[src/rtl/btn_synchronizer.sv]
// Multi-flop synchroniser that brings an asynchronous level into the clk domain.
// Reusable for any slow asynchronous input, not only buttons.
module btn_synchronizer #(
  parameter int SYNC_STAGES = 2
) (
  input  logic clk,
  input  logic rst_n,
  input  logic d,
  output logic q
);

  logic [SYNC_STAGES-1:0] sync_q;

  // NOTE: sequential state uses non-blocking assignments so every flop samples
  // the pre-edge value of its neighbour; blocking here would collapse the chain.
  always_ff @(posedge clk or negedge rst_n) begin
    if (!rst_n) begin
      sync_q <= '0;
    end else begin
      sync_q <= {sync_q[SYNC_STAGES-2:0], d};
    end
  end

  assign q = sync_q[SYNC_STAGES-1];

endmodule

[src/rtl/debouncer.sv]
// Push-button debouncer: synchronise, then accept a new level only after it has
// been seen for STABLE_CYCLES consecutive clocks; emits one-cycle press/release strobes.
module debouncer #(
  parameter int SYNC_STAGES   = 2,
  parameter int STABLE_CYCLES = 4
) (
  input  logic clk,
  input  logic rst_n,
  input  logic btn_in,
  output logic btn_out,
  output logic btn_rise,
  output logic btn_fall
);

  localparam int              CW       = $clog2(STABLE_CYCLES) + 1;
  localparam logic [CW-1:0]   CNT_LAST = CW'(STABLE_CYCLES - 1);
  localparam logic [CW-1:0]   CNT_ONE  = CW'(1);

  logic          btn_s;
  logic [CW-1:0] cnt_q,  cnt_d;
  logic          out_q,  out_d;
  logic          rise_q, rise_d;
  logic          fall_q, fall_d;

  btn_synchronizer #(
    .SYNC_STAGES(SYNC_STAGES)
  ) u_sync (
    .clk  (clk),
    .rst_n(rst_n),
    .d    (btn_in),
    .q    (btn_s)
  );

  // NOTE: every signal written here gets a default first, so no path leaves a
  // value unassigned and no latch is inferred.
  always_comb begin
    cnt_d  = '0;
    out_d  = out_q;
    rise_d = 1'b0;
    fall_d = 1'b0;
    if (btn_s != out_q) begin
      if (cnt_q == CNT_LAST) begin
        // Candidate level has held long enough: commit it and strobe once.
        out_d  = btn_s;
        rise_d = btn_s;
        fall_d = ~btn_s;
      end else begin
        cnt_d = cnt_q + CNT_ONE;
      end
    end
  end

  // NOTE: only control state lives here, so all of it is reset; reset takes
  // effect asynchronously and the first functional edge follows release.
  always_ff @(posedge clk or negedge rst_n) begin
    if (!rst_n) begin
      cnt_q  <= '0;
      out_q  <= 1'b0;
      rise_q <= 1'b0;
      fall_q <= 1'b0;
    end else begin
      cnt_q  <= cnt_d;
      out_q  <= out_d;
      rise_q <= rise_d;
      fall_q <= fall_d;
    end
  end

  assign btn_out  = out_q;
  assign btn_rise = rise_q;
  assign btn_fall = fall_q;

endmodule

[config.mk]
export PLATFORM = sky130hd
export DESIGN_NAME = debouncer
export DESIGN_NICKNAME = d
export VERILOG_FILES = /design/src/rtl/btn_synchronizer.sv /design/src/rtl/debouncer.sv
export SDC_FILE = /design/constraint.sdc
export NUM_CORES = 1
export LEC_CHECK = 0
export ABC_AREA = 1
export BUFFER_PORTS_ARGS = -buffer_cell sky130_fd_sc_hd__buf_2
export CORE_AREA = 2 2 39 41
export CTS_BUF_LIST = sky130_fd_sc_hd__clkbuf_8
export DETAILED_ROUTE_END_ITERATION = 10
export DIE_AREA = 0 0 41 43
export PLACE_DENSITY = 0.47
export SLEW_MARGIN = 20
export SYNTH_ARGS = -nofsm -noshare
export SYNTH_HDL_FRONTEND = slang
export SYNTH_SLANG_ARGS = --single-unit
[constraint.sdc]
create_clock -name clk -period 1 [get_ports clk]
set_input_delay 0.05 -clock clk [delete_from_list [all_inputs] [get_ports clk]]
set_output_delay 0.05 -clock clk [all_outputs]
set_load 0.03 [all_outputs]
==> reports/qor.log, run 1 <==
[status] result of the run completed
[cells_and_area] ant diodes 0
[logic_synthesis] top cell type's share of synthesized area 68.4%
[clock_tree] CTS tree built
[sta] Worst Skew 0.00739 ns
[sta] transition time at the pin with the least slew margin 0.180 ns
[floorplanning] overall die width 41 µm
[sta] Slew HR 88.0%
[pwr] clock share of power 37.0%
[logic_synthesis] post-synth top area cell dfrtp_1
[cells_and_area] fin nets 45
[route] number of detailed-routing iterations run before antenna repair 4
[pwr] sw power 0.000313 W
[route] DR DRC count 0
[logic_synthesis] average size of a mapped cell 10.1 µm²
[route] number of design-rule violations left by the first detailed-router iteration 1
[clock_tree] cell at the root of the clock tree clkbuf_8
[cells_and_area] fraction of final layout cells sized beyond drive strength 1 28.2%
[worst_setup_path] data arrival at the endpoint of the critical path 1.05 ns
[place] placed wire-length estimate 318 µm
[worst_setup_path] flop2flop setup slack 0.11 ns
[pwr] share of total power in sequential cells 40.0%
[floorplanning] Initial Utilization 21.2%
[logic_synthesis] number of synthesized register bits 8
[cells_and_area] area used by sequential logic in the layout 200 µm²
[global_route] antenna violations before repair 0
[worst_setup_path] Req. time, crit path 1.15 ns
[route] detailed-route vias per instance 3.60
[global_route] number of global-route vias before repair 170
[floorplanning] placeable core region 1380 µm²
[place] routability cong. 0.665
[pwr] combinational power share 23.0%
[logic_synthesis] total of warnings raised by yosys 0
[sta] Final period util 89.3%
[sta] setup TNS 0 ns
[worst_setup_path] Critical Path End Type register
[clock_tree] number of buffers created by CTS 3
[pwr] worst vdd ir 1.11 mV
[run] max cap viols 0
[logic_synthesis] Seq/Total Area, Yosys 68.4%
[sta] Final Max Tran Viols 0
[floorplanning] count of standard-cell rows 14
[floorplanning] number of placed I/O pins 6
[cells_and_area] fill cell total of the finished layout 138
[sta] clock period minus worst slack 0.893 ns
[cells_and_area] area of combinational cells with multiple inputs 78.8 µm²
[global_route] wire length of the first global-routing pass 696 µm
[sta] Hold Vio Cnt, Final 0
[cells_and_area] area added between synthesis and finish 38.0%
[pwr] power per cell area 2590 nW/µm²
[pwr] final total power 0.00105 W
[sta] unrepaired setup endpoints after global routing no
[pwr] leakage power figure 0.211 nW
[logic_synthesis] cell types with the largest area share after synthesis dfrtp_1 (68%), nand2_1 (10%), inv_1 (6.4%), nor2_1 (5.1%), ha_1 (4.3%)
[cells_and_area] final cell area excluding filler cells 404 µm²
[clock_tree] Worst-Skew Late Latency 0.23 ns
[place] count of buffers from port buffering 5
[clock_tree] sinks on the clock net 8
[clock_tree] clk buf depth 2
[route] post-route antenna net violation count 0
[floorplanning] Die Y-Extent 43 µm
[global_route] global-route total usage across every layer 7.48%
[place] instance area after placement 338 µm²
[pwr] share of total power consumed by net switching 29.8%
[floorplanning] Die ar. 1760 µm²
[clock_tree] H-tree Lvls 1
[route] average routed wire per standard cell 8.22 µm
[logic_synthesis] Post-Syn Nets 33
[hold_path] min-delay worst type input port to asynchronous set/reset pin
[worst_setup_path] Max Fanout on Critical Path 2
[route] vias after detailed routing 198
[global_route] Overflow after GRT 0
[sta] achievable clock frequency 1120 MHz
[clock_tree] number of post-CTS setup repair buffers 0
[logic_synthesis] number of different library cells in the post-synthesis netlist 8
[logic_synthesis] synthesized instance count 29
[worst_setup_path] Worst R2R Start cnt_q[0]
[worst_setup_path] critical path start-end classification register to register
[global_route] largest net degree at the start of global routing 9
[sta] final setup fails 0
[clock_tree] clock-pin transition on the worst setup and hold timing paths 0.04 ns
[worst_setup_path] capturing point of the worst reg2reg path cnt_q[1]
[pwr] Internal Pwr Total 0.000736 W
[worst_setup_path] logic depth of the worst register-to-register path 3
[worst_setup_path] CP startpoint kind register
[logic_synthesis] Post-Syn Area 293 µm²
[route] Final Routed Wirelength 452 µm
==> area by class of cell <==
cell class,instances,area share [%]
flip-flops and latches,8,49.5
multi-input cells,16,19.5
repair buffers,7,11.1
clock buffers,3,10.2
well taps,16,4.95
inverters,5,4.64
==> synth_stat cells, drive strengths merged <==
library cell and count:
dfrtp 8, nand2 9, ha 1, nor2 4
inv 5, nand3 1, nor3 1
==> power groups by stage <==
stage	Sequential (W)	Combinational (W)	Clock (W)
after detailed placement	0.000424	0.000232	0
after global routing	0.000430	0.000279	0.000426
final	0.000419	0.000242	0.000388
after CTS	0.000419	0.000239	0.000402
after global placement	0.000423	0.000234	0
after floorplan	0.000464	0.000134	0
==> worst max path at each step <==
stage                         from  depth (start not counted)        to  slack (ns)
after floorplan           cnt_q[0]                          4  cnt_q[0]        0.11
final                     cnt_q[0]                          3  cnt_q[1]        0.11
after global placement    cnt_q[0]                          4  cnt_q[1]        0.04
after global routing      cnt_q[0]                          4  cnt_q[1]        0.02
after CTS                 cnt_q[0]                          4  cnt_q[1]        0.03
after detailed placement  cnt_q[0]                          4  cnt_q[0]        0.04
==> routing by layer <==
layer	global-route usage, %	wire length (µm)	vias up
met5	0	0	-
met4	6.00	8	0
met3	9.42	62	2
met2	7.81	185	9
met1	7.24	195	82
li1	-	-	105
==> logic make-up (layout without fill, tap and decap cells) <==
family        Yosys count  after routing  share of synthesized area (%)
fa+ha+maj               1              1                           4.27
buf+inv                 5             15                           6.41
flops                   8              8                           68.4
simple gates           15             15                           20.9
==> metrics by stage <==
stage	utilization, %	worst slack (ns)	hold WS, ns	instances
after global placement	24.4	0.0423	-0.0981	50
after global routing	29.2	0.0245	0.212	55
after floorplan	-	0.115	-0.246	29
after detailed placement	24.4	0.0439	-0.0958	50
after CTS	28.8	0.0290	0.194	55
final	29.2	0.107	0.193	55
==> critical path: stages (launching register included) <==
cell     delay [ns]
dfrtp_1        0.37
ha_2           0.31
nand2_1        0.04
nor2_1         0.09
==> sequential cells by signal, indices dropped and copies added (netlist names) <==
register / flops
btn_rise: 1
btn_out: 1
btn_fall: 1
cnt_q: 3
u_sync.sync_q: 2
==> repair_timing <==
item                                    CTS  global route
hold buffers                              2             0
endpoints found under the setup margin    0             2
endpoints found under the hold margin     9             0
gates resized for setup                   0             2
==> placed cells by master (no fill, tap or decap) <==
cell type / instances
buf_2: 5
nor2_1: 4
nand3_1: 1
inv_1: 5
nand2_2: 2
ha_2: 1
clkbuf_8: 3
dfrtp_1: 8
nor3_1: 1
nand2_1: 7
dlygate4sd3_1: 2
Power figures use the tool's default switching activity.
==> inputs of run 2 (changes only) <==
==> constraint.sdc (replaced) <==
create_clock -name clk -period 1 [get_ports clk]
set_input_delay 0.15 -clock clk [delete_from_list [all_inputs] [get_ports clk]]
set_output_delay 0.15 -clock clk [all_outputs]
set_load 0.03 [all_outputs]
==> run 2 against run 1 <==
Global-route usage did not move. Core utilization fell by 0.54 points. Non-clock buffer count fell by 1. Sequential share of layout area rose by 0.94 points. Sequential cell count did not move. Count of clock-buffer cells in the layout did not move. Clock power barely moved. Wire length fell by 0.44%. Sequential power barely moved. Via count fell by 3.0%. Die area did not move. Combinational power rose by 2%.
==> reports/qor.log, run 2 (synthesized netlist as in run 1, its figures left out) <==
[clock_tree] sinks on the clock net 8
[sta] achievable clock frequency 1050 MHz
[pwr] worst vdd ir 1.12 mV
[sta] Slew HR 88.1%
[worst_setup_path] data arrival at the endpoint of the critical path 0.81 ns
[clock_tree] clk buf depth 2
[global_route] Overflow after GRT 0
[clock_tree] Worst-Skew Late Latency 0.23 ns
[cells_and_area] fraction of final layout cells sized beyond drive strength 1 28.9%
[global_route] number of global-route vias before repair 170
[route] average routed wire per standard cell 8.33 µm
[floorplanning] overall die width 41 µm
[cells_and_area] ant diodes 0
[cells_and_area] area used by sequential logic in the layout 200 µm²
[place] count of buffers from port buffering 5
[global_route] global-route total usage across every layer 7.48%
[worst_setup_path] largest delay contributor family on the critical path flip-flops
[worst_setup_path] Crit path largest cell delay 0.40 ns
[route] detailed-route vias per instance 3.56
[worst_setup_path] critical path start-end classification register to output port
[worst_setup_path] logic depth of the worst register-to-register path 3
[route] number of design-rule violations left by the first detailed-router iteration 1
[clock_tree] clock-pin transition on the worst setup and hold timing paths 0.04 ns
[cells_and_area] leading cell types in the layout, fill and taps excluded dfrtp_1 (8), nand2_1 (7), inv_1 (5)
[route] number of detailed-routing iterations run before antenna repair 2
[worst_setup_path] Buf+Inv Stages, Crit Path 1
[clock_tree] H-tree Lvls 1
[pwr] power per cell area 2660 nW/µm²
[floorplanning] placeable core region 1380 µm²
[global_route] antenna violations before repair 0
[hold_path] number of cells traversed by the worst hold path 1
[global_route] wire length of the first global-routing pass 696 µm
[sta] final setup fails 0
[route] Final Routed Wirelength 450 µm
[sta] setup TNS 0 ns
[floorplanning] count of standard-cell rows 14
[sta] Final period util 95.5%
[worst_setup_path] Req. time, crit path 0.85 ns
[cells_and_area] register with the most flip-flops cnt_q
[sta] clock period minus worst slack 0.955 ns
[run] max cap viols 0
[hold_path] min-delay worst type input port to register
[cells_and_area] fin nets 44
[worst_setup_path] Max Fanout on Critical Path 4
[place] placed wire-length estimate 318 µm
[clock_tree] cell at the root of the clock tree clkbuf_8
[route] DR DRC count 0
[route] vias after detailed routing 192
[sta] unrepaired setup endpoints after global routing no
[sta] transition time at the pin with the least slew margin 0.178 ns
[sta] Hold Vio Cnt, Final 0
[sta] Worst Skew 0.00649 ns
[cells_and_area] area added between synthesis and finish 35.5%
[worst_setup_path] Critical Path End Type output port
[floorplanning] number of placed I/O pins 6
[cells_and_area] most common cell after layout, fill and taps aside dfrtp_1
[route] post-route antenna net violation count 0
[cells_and_area] fill cell total of the finished layout 138
[sta] Final Max Tran Viols 0
[worst_setup_path] series of cell instances along the critical path buf_4
[clock_tree] number of post-CTS setup repair buffers 0
[clock_tree] CTS tree built
[cells_and_area] biggest registers after layout cnt_q (3), u_sync.sync_q (2)
[cells_and_area] fin util 28.7%
[worst_setup_path] logic depth of the worst path, buffers included 1
[floorplanning] Initial Utilization 21.2%
[worst_setup_path] CP startpoint kind register
[floorplanning] Die Y-Extent 43 µm
[place] routability cong. 0.665
[cells_and_area] flip-flop count of the largest register after layout 3
[cells_and_area] area of combinational cells with multiple inputs 78.8 µm²
[status] result of the run completed
[pwr] leakage power figure 0.208 nW
[global_route] largest net degree at the start of global routing 9
[worst_setup_path] Worst path slowest cell dfrtp_1
[floorplanning] Die ar. 1760 µm²
[clock_tree] number of buffers created by CTS 3
==> run 2: cell count changes in the layout (fill, tap and decap cells not counted) <==
cell,delta
buf_2,-1
buf_4,+1
dlygate4sd3_1,-1
==> run 2: final cells by class <==
type	instances	area share, %
timing repair buffer	6	9.46
multi-input combinational	16	19.9
clock buffer	3	10.4
inverter	5	4.73
tap	16	5.05
sequential	8	50.5
==> run 2: metal layers <==
metal	up-vias	GRT usage (%)	share of wire [%]
met5	-	0	0
met4	0	6.00	1.8
met3	2	9.42	14
met2	9	7.81	41
met1	78	7.24	43
li1	103	-	-
==> run 2: path summary, 6_finish.rpt <==
path,startpoint,endpoint,slack (ns)
min in group asynchronous,rst_n,btn_fall,0.29
hold / removal,btn_in,u_sync.sync_q[0],0.03
setup reg to reg,cnt_q[0],cnt_q[1],0.11
max in group asynchronous,rst_n,u_sync.sync_q[0],0.54
setup / recovery,btn_out,btn_out,0.04
hold reg to reg,u_sync.sync_q[0],u_sync.sync_q[1],0.35
==> run 2: timing repair <==
action / 4_1_cts / 5_1_grt
resized for setup: 0 / 4
hold buffers: 1 / 0
setup endpoints to repair: 0 / 3
endpoints found under the hold margin: 8 / 0
==> run 2: where the power goes <==
group	leakage, nW	internal (W)	switching, W	total [W]
registers	0.103	0.000386	0.0000347	0.000420
logic	0.0828	0.0000965	0.000152	0.000248
clock network	0.0216	0.000261	0.000125	0.000386
total	0.208	0.000743	0.000311	0.00105
==> run 2: per-stage QoR <==
stage	setup slack (ns)	instance area [µm²]	total power [W]	hold slack, ns	instances
after floorplan	0.115	293	0.000598	-0.146	29
after global routing	0.0129	397	0.00114	0.0176	54
after CTS	0.0274	389	0.00106	0.0239	54
after detailed placement	0.0439	338	0.000656	0.00420	50
final	0.0449	397	0.00105	0.0313	54
after global placement	0.0423	338	0.000657	0.00191	50
==> inputs of run 3 (changes only) <==
--- a/config.mk
+++ b/config.mk
@@ -12,6 +12,7 @@
 export DETAILED_ROUTE_END_ITERATION = 10
 export DIE_AREA = 0 0 41 43
 export PLACE_DENSITY = 0.47
+export RECOVER_POWER = 100
 export SLEW_MARGIN = 20
 export SYNTH_ARGS = -nofsm -noshare
 export SYNTH_HDL_FRONTEND = slang
==> run 3 against run 2 <==
Non-clock buffer count is the same. Sequential power is essentially flat. Via count unchanged. Clock power about the same. Highest routed layer unchanged.
==> reports/qor.log, run 3 (synthesized netlist as in run 1, its figures left out) <==
[cells_and_area] final cell area excluding filler cells 395 µm²
[worst_setup_path] series of cell instances along the critical path buf_4
[run] max cap viols 0
[sta] achievable clock frequency 1050 MHz
[sta] Slew HR 72.0%
[global_route] wire length of the first global-routing pass 696 µm
[floorplanning] count of standard-cell rows 14
[pwr] power per cell area 2660 nW/µm²
[sta] post-layout worst setup margin 0.0449 ns
[floorplanning] number of placed I/O pins 6
[global_route] global-route total usage across every layer 7.48%
[clock_tree] clk buf depth 2
[clock_tree] Worst-Skew Late Latency 0.23 ns
[global_route] layer carrying the most global-route usage met3
[route] vias after detailed routing 192
[worst_setup_path] Crit. Startpoint btn_out
[clock_tree] H-tree Lvls 1
[cells_and_area] Layout Cells excl Fill 54
[worst_setup_path] data arrival at the endpoint of the critical path 0.81 ns
[route] detailed-route vias per instance 3.56
[clock_tree] cell at the root of the clock tree clkbuf_8
[cells_and_area] fill cell total of the finished layout 138
[place] number of placed instances, taps included 50
[sta] transition time at the pin with the least slew margin 0.419 ns
[clock_tree] number of post-CTS setup repair buffers 0
[cells_and_area] most common cell after layout, fill and taps aside dfrtp_1
[sta] final setup fails 0
[worst_setup_path] Req. time, crit path 0.85 ns
[worst_setup_path] Buf+Inv Stages, Crit Path 1
[global_route] global-route track usage on met3 9.42%
[sta] Hold Vio Cnt, Final 0
[clock_tree] number of buffers created by CTS 3
[worst_setup_path] CP startpoint kind register
[floorplanning] overall die width 41 µm
[cells_and_area] area added between synthesis and finish 35.0%
[route] number of detailed-routing iterations run before antenna repair 2
[worst_setup_path] critical path start-end classification register to output port
[sta] Worst Skew 0.00649 ns
[global_route] antenna violations before repair 0
[cells_and_area] area of combinational cells with multiple inputs 78.8 µm²
[route] post-route antenna net violation count 0
[floorplanning] Initial Utilization 21.2%
[hold_path] Hold Crit Start btn_in
[clock_tree] clock-pin transition on the worst setup and hold timing paths 0.04 ns
[sta] clock period minus worst slack 0.955 ns
[place] routability cong. 0.665
[floorplanning] Die ar. 1760 µm²
[pwr] worst vdd ir 1.12 mV
[cells_and_area] ant diodes 0
[cells_and_area] area used by sequential logic in the layout 200 µm²
[place] pre-CTS setup slack 0.0439 ns
[cells_and_area] flip-flop count of the largest register after layout 3
[cells_and_area] fin util 28.6%
[cells_and_area] leading cell types in the layout, fill and taps excluded dfrtp_1 (8), nand2_1 (7), inv_1 (5)
[global_route] met1 GRT Util 7.24%
[clock_tree] sinks on the clock net 8
[status] result of the run completed
[sta] setup TNS 0 ns
[worst_setup_path] largest delay contributor family on the critical path flip-flops
[floorplanning] placeable core region 1380 µm²
[worst_setup_path] Worst R2R Start cnt_q[0]
[sta] Final period util 95.5%
[route] number of design-rule violations left by the first detailed-router iteration 1
[cells_and_area] fraction of final layout cells sized beyond drive strength 1 26.3%
[hold_path] min-delay worst type input port to register
[worst_setup_path] Critical Path End Type output port
[clock_tree] CTS tree built
[sta] Final Max Tran Viols 0
[route] average routed wire per standard cell 8.28 µm
[place] count of buffers from port buffering 5
[route] DR DRC count 0
[floorplanning] Die Y-Extent 43 µm
[route] Final Routed Wirelength 447 µm
[global_route] largest net degree at the start of global routing 9
[place] placed wire-length estimate 318 µm
[global_route] met2 layer usage reported by global route 7.81%
[cells_and_area] register with the most flip-flops cnt_q
[place] instance area after placement 338 µm²
[global_route] Overflow after GRT 0
[worst_setup_path] Max Fanout on Critical Path 4
[worst_setup_path] Crit path largest cell delay 0.40 ns
[pwr] leakage power figure 0.203 nW
[global_route] number of global-route vias before repair 170
[cells_and_area] fin nets 44
[cells_and_area] biggest registers after layout cnt_q (3), u_sync.sync_q (2)
[sta] unrepaired setup endpoints after global routing no
[worst_setup_path] Worst path slowest cell dfrtp_1
==> run 3: path summary, 6_finish.rpt <==
check | endpoint | slack, ns | depth (start not counted)
worst max-delay path | btn_out | 0.04 | 1
worst min-delay path | u_sync.sync_q[0] | 0.03 | 1
worst max register to register | cnt_q[1] | 0.11 | 3
worst min register to register | u_sync.sync_q[1] | 0.35 | 0
max in group asynchronous | u_sync.sync_q[0] | 0.34 | 2
min in group asynchronous | btn_fall | 0.36 | 2
==> run 3: timing repair <==
| action | CTS | global route |
|---|---|---|
| gates resized for setup | 0 | 4 |
| hold endpoints to repair | 8 | 0 |
| endpoints found under the setup margin | 0 | 3 |
| hold buffers | 1 | 0 |
==> run 3: routing by layer <==
| metal | share of wire [%] | wire [µm] | up-vias |
|---|---|---|---|
| li1 | - | - | 103 |
| met1 | 43 | 191 | 78 |
| met2 | 41 | 185 | 9 |
| met3 | 13 | 60 | 2 |
| met4 | 1.8 | 8 | 0 |
| met5 | 0 | 0 | - |
==> run 3: final cells by class <==
type,instances,area share [%]
multi-input cells,16,19.9
repair buffers,6,9.18
well taps,16,5.06
flip-flops and latches,8,50.6
inverters,5,4.75
clock buffers,3,10.4
==> run 3: stage by stage <==
step	hold WS [ns]	power [W]
6_report	0.0313	0.00105
5_1_grt	0.0176	0.00114
4_1_cts	0.0239	0.00106
3_5_place_dp	0.00420	0.000656
3_3_place_gp	0.00191	0.000657
2_1_floorplan	-0.146	0.000598
==> run 3: report_power, final <==
| group | internal, W | leakage [nW] | switching (W) |
|---|---|---|---|
| Sequential | 0.000386 | 0.103 | 0.0000349 |
| Clock | 0.000261 | 0.0216 | 0.000125 |
| Combinational | 0.0000958 | 0.0782 | 0.000152 |
